**src/rtl/cordic_inv_rotator.sv**
```systemverilog
// Iterative inverse-rotation CORDIC.
// Takes a vector together with the direction record from a vectoring pass:
// the 180-degree pre-rotation flag and the per-stage u_k values.
// It undoes the micro-rotations in reverse stage order, undoes the
// pre-rotation, and applies a CSD approximation of 1/K so the original
// vector comes back. One shared datapath runs one stage per clock, and
// both sides use valid/ready handshakes.
module cordic_inv_rotator #(
  parameter int C_IWL   = 5,
  parameter int C_FWL   = 15,
  parameter int N_STAGE = 15
) (
  input  logic                                Clk,
  input  logic                                Reset,
  input  logic                                i_valid,
  output logic                                i_ready,
  input  logic signed [C_IWL+C_FWL-1:0]       i_X,
  input  logic signed [C_IWL+C_FWL-1:0]       i_Y,
  input  logic                                i_rot180,
  input  logic        [2*N_STAGE-1:0]         i_dir,
  output logic                                o_valid,
  input  logic                                i_out_ready,
  output logic signed [C_IWL+C_FWL-1:0]       o_X,
  output logic signed [C_IWL+C_FWL-1:0]       o_Y
);

  localparam int W  = C_IWL + C_FWL;
  localparam int CW = (N_STAGE > 1) ? $clog2(N_STAGE) : 1;
  localparam logic [CW-1:0] CNT_LAST = CW'(N_STAGE - 1);
  localparam logic [CW-1:0] CNT_ONE  = CW'(1);

  typedef enum logic [1:0] {
    S_IDLE,
    S_ROT,
    S_SCALE,
    S_DONE
  } state_t;

  state_t                state_q, state_d;
  logic signed [W-1:0]   x_q, x_d;
  logic signed [W-1:0]   y_q, y_d;
  logic [2*N_STAGE-1:0]  dir_q, dir_d;
  logic                  rot180_q, rot180_d;
  logic [CW-1:0]         cnt_q, cnt_d;
  logic signed [W-1:0]   ox_q, ox_d;
  logic signed [W-1:0]   oy_q, oy_d;
  logic                  ovalid_q, ovalid_d;

  logic [1:0]            uk;
  logic signed [W-1:0]   xSh;
  logic signed [W-1:0]   ySh;
  logic signed [W-1:0]   xRot;
  logic signed [W-1:0]   yRot;
  logic signed [W-1:0]   xNeg;
  logic signed [W-1:0]   yNeg;

  // CSD gain compensation; the six shifted terms approximate 1/K ~ 0.60725.
  // Every term truncates and the sum wraps at W bits.
  function automatic logic signed [W-1:0] csdGain(input logic signed [W-1:0] v);
    logic signed [W-1:0] posSum;
    logic signed [W-1:0] negSum;
    posSum = (v >>> 1) + (v >>> 3) + (v >>> 14);
    negSum = (v >>> 6) + (v >>> 9) + (v >>> 12);
    return posSum - negSum;
  endfunction

  // Select the direction code for the stage currently held in the counter.
  always_comb begin
    uk = 2'b00;
    for (int s = 0; s < N_STAGE; s++) begin
      if (cnt_q == s[CW-1:0]) begin
        uk = dir_q[2*s +: 2];
      end
    end
  end

  // One inverse micro-rotation. Codes 00 and 10 both mean u_k = 0.
  always_comb begin
    xSh  = x_q >>> cnt_q;
    ySh  = y_q >>> cnt_q;
    xRot = x_q;
    yRot = y_q;
    case (uk)
      2'b01: begin
        xRot = x_q + ySh;
        yRot = y_q - xSh;
      end
      2'b11: begin
        xRot = x_q - ySh;
        yRot = y_q + xSh;
      end
      default: begin
        xRot = x_q;
        yRot = y_q;
      end
    endcase
  end

  // Undo the forward 180-degree pre-rotation. The most negative value wraps to itself.
  always_comb begin
    xNeg = rot180_q ? -x_q : x_q;
    yNeg = rot180_q ? -y_q : y_q;
  end

  // Next-state and datapath-update logic for the control FSM.
  always_comb begin
    state_d  = state_q;
    x_d      = x_q;
    y_d      = y_q;
    dir_d    = dir_q;
    rot180_d = rot180_q;
    cnt_d    = cnt_q;
    ox_d     = ox_q;
    oy_d     = oy_q;
    ovalid_d = ovalid_q;
    case (state_q)
      S_IDLE: begin
        if (i_valid) begin
          x_d      = i_X;
          y_d      = i_Y;
          dir_d    = i_dir;
          rot180_d = i_rot180;
          cnt_d    = CNT_LAST;
          state_d  = S_ROT;
        end
      end
      S_ROT: begin
        x_d = xRot;
        y_d = yRot;
        if (cnt_q == '0) begin
          state_d = S_SCALE;
        end else begin
          cnt_d = cnt_q - CNT_ONE;
        end
      end
      S_SCALE: begin
        ox_d     = csdGain(xNeg);
        oy_d     = csdGain(yNeg);
        ovalid_d = 1'b1;
        state_d  = S_DONE;
      end
      S_DONE: begin
        if (i_out_ready) begin
          ovalid_d = 1'b0;
          state_d  = S_IDLE;
        end
      end
      default: begin
        state_d = S_IDLE;
      end
    endcase
  end

  // State and datapath registers. Reset aborts any vector in flight.
  always_ff @(posedge Clk) begin
    if (Reset) begin
      state_q  <= S_IDLE;
      x_q      <= '0;
      y_q      <= '0;
      dir_q    <= '0;
      rot180_q <= 1'b0;
      cnt_q    <= '0;
      ox_q     <= '0;
      oy_q     <= '0;
      ovalid_q <= 1'b0;
    end else begin
      state_q  <= state_d;
      x_q      <= x_d;
      y_q      <= y_d;
      dir_q    <= dir_d;
      rot180_q <= rot180_d;
      cnt_q    <= cnt_d;
      ox_q     <= ox_d;
      oy_q     <= oy_d;
      ovalid_q <= ovalid_d;
    end
  end

  assign i_ready = (state_q == S_IDLE);
  assign o_valid = ovalid_q;
  assign o_X     = ox_q;
  assign o_Y     = oy_q;

endmodule
```
**config.mk**
```make
export PLATFORM = sky130hd
export DESIGN_NAME = cordic_inv_rotator
export DESIGN_NICKNAME = d
export VERILOG_FILES = /design/src/rtl/cordic_inv_rotator.sv
export SDC_FILE = /design/constraint.sdc
export NUM_CORES = 1
export LEC_CHECK = 0
export BUFFER_PORTS_ARGS = -buffer_cell sky130_fd_sc_hd__buf_2
export CAP_MARGIN = 25
export CORE_UTILIZATION = 64
export CTS_BUF_LIST = sky130_fd_sc_hd__clkbuf_4 sky130_fd_sc_hd__clkbuf_8
export DETAILED_ROUTE_END_ITERATION = 7
export PLACE_DENSITY = 0.92
export SYNTH_ARGS = -nofsm -noshare
export SYNTH_HDL_FRONTEND = slang
export SYNTH_SLANG_ARGS = --single-unit
export TNS_END_PERCENT = 10
```
**constraint.sdc**
```tcl
create_clock -name Clk -period 9.01 [get_ports Clk]
set_input_delay 0.4505 -clock Clk [delete_from_list [all_inputs] [get_ports Clk]]
set_output_delay 0.4505 -clock Clk [all_outputs]
set_load 0.01 [all_outputs]
```
; Word-level counts from Yosys, hierarchy flattened
; Index checks and enable logic that the tools add are counted.
[totals]
regBits = 118
input_bits = 75
output_inout_bits = 42
wordCells = 93
[op_classes]
add_sub_neg = 17
eq_ne = 24
shifts = 2
n_mux = 32
n_reduce_logical = 9
[ops]
columns = operator, count
row1 = $pmux W20 S2, 4
row2 = $mux W20, 4
row3 = $add A19 B17 Y20, 2
row4 = $add A20 B20 Y20, 2
row5 = $add A20 B6 Y20, 2
row6 = $neg A20 Y20, 2
row7 = $sshr A20 B4 Y20, 2
row8 = $sub A20 B16 Y20, 2
row9 = $sub A20 B20 Y20, 2
row10 = $mux W2, 18
row11 = $add A15 B8 Y16, 2
row12 = $add A14 B11 Y15, 2
row13 = $eq A4 B4 Y1 const B, 7
row14 = $eq A4 B3 Y1 const B, 4
row15 = $reduce_and A3 Y1, 3
row16 = $eq A4 B2 Y1 const B, 2
row17 = $mux W4, 2
row18 = $ne A2 B2 Y1 const B, 4
row19 = $pmux W2 S4, 1
row20 = $pmux W4 S2, 1
row21 = $eq A2 B2 Y1 const B, 3
row22 = $eq A2 B1 Y1 const B, 2
row23 = $eq A4 B1 Y1 const B, 1
row24 = $logic_not A4 Y1, 1
row25 = other kinds (7), 9

; Longest topological paths before layout
[depth]
ltp_word = 19
ltp_mapped = 26
mapped_depth_nobuf = 26

; Worst setup path after synthesis
; No wires, ideal clock.
[synth_timing]
kind = register to register
startpoint = register y_q[9]
endpoint = register oy_q[18], in the netlist o_Y[18]
setup_ns = 0.086
arrival_time_ns = 7.372
required_ns = 8.924
slack_ns = 1.553
stages_incl_launch_ff = 22
path_buffers = 1
synth_period_minus_slack_ns = 7.457
cell_sequence = dfxtp_1 > clkbuf_1 > or4_1 > nor4_1 > nand2b_1 > or2_2 > o31ai_1 > xor2_1 > fa_1 > fa_1 > fa_1 > ha_1 > or3_1 > nor2_1 > o21ai_0 > o211a_1 > a41oi_1 > a211oi_1 > a211oi_1 > a211oi_1 > xor2_1 > a211oi_1
[synth_via]
elab_chain_len = 5
elab_cells_between_ends = 7
cone_classes = 6 x add/sub / 1 x mux
[synth_rtl]
columns = element, line_no
row1 = start: declaration, 41  ; logic signed [W-1:0] y_q, y_d;
row2 = start signal: assignment, 169  ; y_q <= y_d;
row3 = $neg A20 Y20, 102  ; yNeg = rot180_q ? -y_q : y_q;
row4 = $mux W20 *, 102
row5 = $add A19 B17 Y20 or $add A14 B11 Y15 (tied branches), "62, 63"
row6 = $add A20 B6 Y20 or $add A15 B8 Y16 (tied branches), "62, 63"
row7 = $sub A20 B16 Y20 *, 64  ; return posSum - negSum;
row8 = end signal: assignment, 174  ; oy_q <= oy_d;
row9 = end: declaration, 46  ; logic signed [W-1:0] oy_q, oy_d;
; Mark *: on every way between the ends. The rest lies on a longest branch, timed or not.
; A chain may end at the register's enable or synchronous reset.

; Worst setup path in the final report
[layout_timing]
startpoint = register y_q[1]
endpoint = register oy_q[19], in the netlist o_Y[19]
; Same word-level chain as after synthesis.

==> flow_metrics.env <==
export IMPL_clock_sinks=118
export IMPL_tightest_slew_ns=0.986
export IMPL_drive_gt1_share_pct=13.5
export IMPL_hp_class="primary input to register"
export IMPL_wl_met1_um=16800
export IMPL_async_flop_share_pct=0
export IMPL_synth_avg_cell_area_sq_um=8.39
export IMPL_gp_congestion=0.980
export IMPL_place_inst=2063
export IMPL_start_util_pct=65.2
export IMPL_setup_ws_ns=2.11
export IMPL_synth_nets=2037
export IMPL_root_buffer="clkbuf_8"
export IMPL_grt_usage_pct=35.2
export IMPL_clockBufferDepth=2
export IMPL_startpoint_type="register"
export IMPL_cp_max_fo=6
export IMPL_yosys_cell_types_count=73
export IMPL_synth_area_leaders="dfxtp_1 (16%), fa_1 (14%), ha_1 (8.8%), mux2i_1 (6.6%), xnor2_1 (5.8%)"
export IMPL_status="finished with violations"
export IMPL_rows=55
export IMPL_ys_flop_type="dfxtp_1"
export IMPL_cts_max_level=4
export IMPL_area_delta_synth_final_pct=7.12
export IMPL_grt_pass1_wl_um=66400
export IMPL_core_area_sq_um=22600
export IMPL_drv_slew=0
export IMPL_finalSetupViolCount=0
export IMPL_drt_iter0_drc=1247
export IMPL_period_share_pct=76.6
export IMPL_cts_made_buffers=17
export IMPL_hold_violations=0
export IMPL_synth_largest_area_cell="dfxtp_1"
export IMPL_violations="DRC"
export IMPL_met3_length_um=3070
export IMPL_rsz0062_at_grt="no"
export IMPL_die_w_um=154
export IMPL_timing_max_cap_violations=0
export IMPL_synth_commonest_cells="nand2_1 (160), nor2_1 (157), inv_1 (151)"
export IMPL_synthMostInstantiatedCell="nand2_1"
export IMPL_postCtsHoldBufs=0
export IMPL_fin_crit_ns=6.90
export IMPL_num_vias=13200
export IMPL_instances_no_fill=2095
export IMPL_fin_skew_ns=0.0129
export IMPL_synth_seq_cells=118
export IMPL_ios=117
export IMPL_yosys_area_top_type_share_pct=16.1
export IMPL_post_cts_setup_buffer_count=0
export IMPL_dr_pass1_iters=8
export IMPL_place_hpwl_um=30600
export IMPL_chipHeight_um=154
export IMPL_cts_tree="done"
export IMPL_syn_inst=1755
export IMPL_grt_antenna_before_repair=0
export IMPL_die_area_sq_um=23600
export IMPL_grt_pass1_vias=13000
export IMPL_nets=2079
export IMPL_critPathCaptureType="register"
export IMPL_ys_warn_count=0
export IMPL_max_slew_margin_rel_pct=33.8
export IMPL_insertion_delay_ns=0.48
export IMPL_dp_slack_ns=2.26
export IMPL_cts_resized=0
export IMPL_fin_setup_tns_ns=0
export IMPL_highest_layer="met4"
export IMPL_fin_util_pct=69.9
export IMPL_wl_um=40600
export IMPL_wl_met2_um=19300
export IMPL_vias_per_cell=6.30
export IMPL_syn_area_sq_um=14700
export IMPL_crit_arrival_ns=7.29
export IMPL_synth_yosys_seq_area_share_pct=16.1
export IMPL_io_buffers=116
export IMPL_cts_clk_slew_worst_paths_ns=0.09
export IMPL_drtAntennaViolNets=0
export IMPL_synth_edf_count=0
export IMPL_grt_max_degree=75
export IMPL_routedWlPerCell_um=19.4
export IMPL_fmax_ghz=0.145
export IMPL_cp_required_ns=9.40
export IMPL_drc=2
export IMPL_diodes=0
export IMPL_grt_ovfl_total=0
export IMPL_crit_type="register to register"
-- routing by layer --
metal  global-route usage, %  vias to the layer above
li1                        -                     6164
met1                    45.5                     6356
met2                    58.7                      567
met3                    5.41                      119
met4                    15.1                        0
met5                       0                        -
-- registers in the layout (all words and copies together) (netlist names) --
name and count:
dir_q 30, o_X 20, o_Y 20, x_q 20, y_q 20, cnt_q 4
state_q 2, o_valid 1, rot180_q 1
-- stage by stage --
step | hold WS [ns] | cell area, sq um
after CTS | 0.190 | 15800
after global placement | 0.441 | 15400
after global routing | 0.208 | 15800
final | 0.206 | 15800
after floorplan | 0.431 | 14700
after detailed placement | 0.448 | 15400
-- worst max-delay path: stages, from the launching register on --
cell and delay, ns:
dfxtp_1 0.42, inv_1 0.14, ha_1 0.17, nand2_1 0.06
or3_1 0.32, or3_1 0.33, or2_2 0.34, o31ai_1 0.33
xnor2_1 0.25, inv_1 0.25, fa_1 0.51, fa_1 0.53
fa_1 0.59, inv_1 0.07, fa_1 0.47, nor2b_1 0.13
o21a_1 0.13, o21ai_0 0.16, a211oi_1 0.44, o31ai_1 0.19
o21ai_0 0.33, nand2b_1 0.19, a21oi_1 0.08, xor2_1 0.16
a211oi_1 0.23
-- cells in the final DEF, fill, tap and decap left out, types with 23 or more instances in the layout --
cell type	count
dfxtp_1	114
inv_1	151
nand2_1	160
fa_1	104
a21oi_1	121
o21ai_0	75
nor2b_1	24
xor2_1	48
nor2_1	157
buf_2	115
xnor2_1	97
a211oi_1	55
mux4_2	33
nand2b_1	23
ha_1	101
a21o_1	23
mux2i_1	97
-- cell type report --
| class | count | area (sq um) |
|---|---|---|
| Inverter | 153 | 574 |
| Clock buffer | 18 | 248 |
| Multi-Input combinational cell | 1378 | 11400 |
| Fill cell | 1763 | 6810 |
| Sequential cell | 118 | 2370 |
| Tap cell | 285 | 357 |
| Timing Repair Buffer | 129 | 681 |
| Clock inverter | 14 | 153 |
-- final timing paths --
check	startpoint	endpoint	slack (ns)	depth (start not counted)
setup / recovery	y_q[1]	o_Y[19]	2.11	24
hold / removal	i_dir[13]	dir_q[13]	0.21	3
setup reg to reg	y_q[1]	o_Y[19]	2.11	24
hold reg to reg	dir_q[9]	dir_q[9]	0.46	2
-- kinds of logic (layout without fill, tap and decap cells) --
family	after synthesis	in the layout	synth area share [%]
fa+ha+maj	207	207	22.9
compound gates	399	399	17.5
flops	118	118	16.1
buf+inv	259	314	6.79
simple gates	471	471	14.5
mux	154	154	13.5
xor+xnor	147	147	8.75
Power is left out: the tool's default activity adds up to more than one toggle a clock period on the data nets, which glitch-free logic cannot reach.
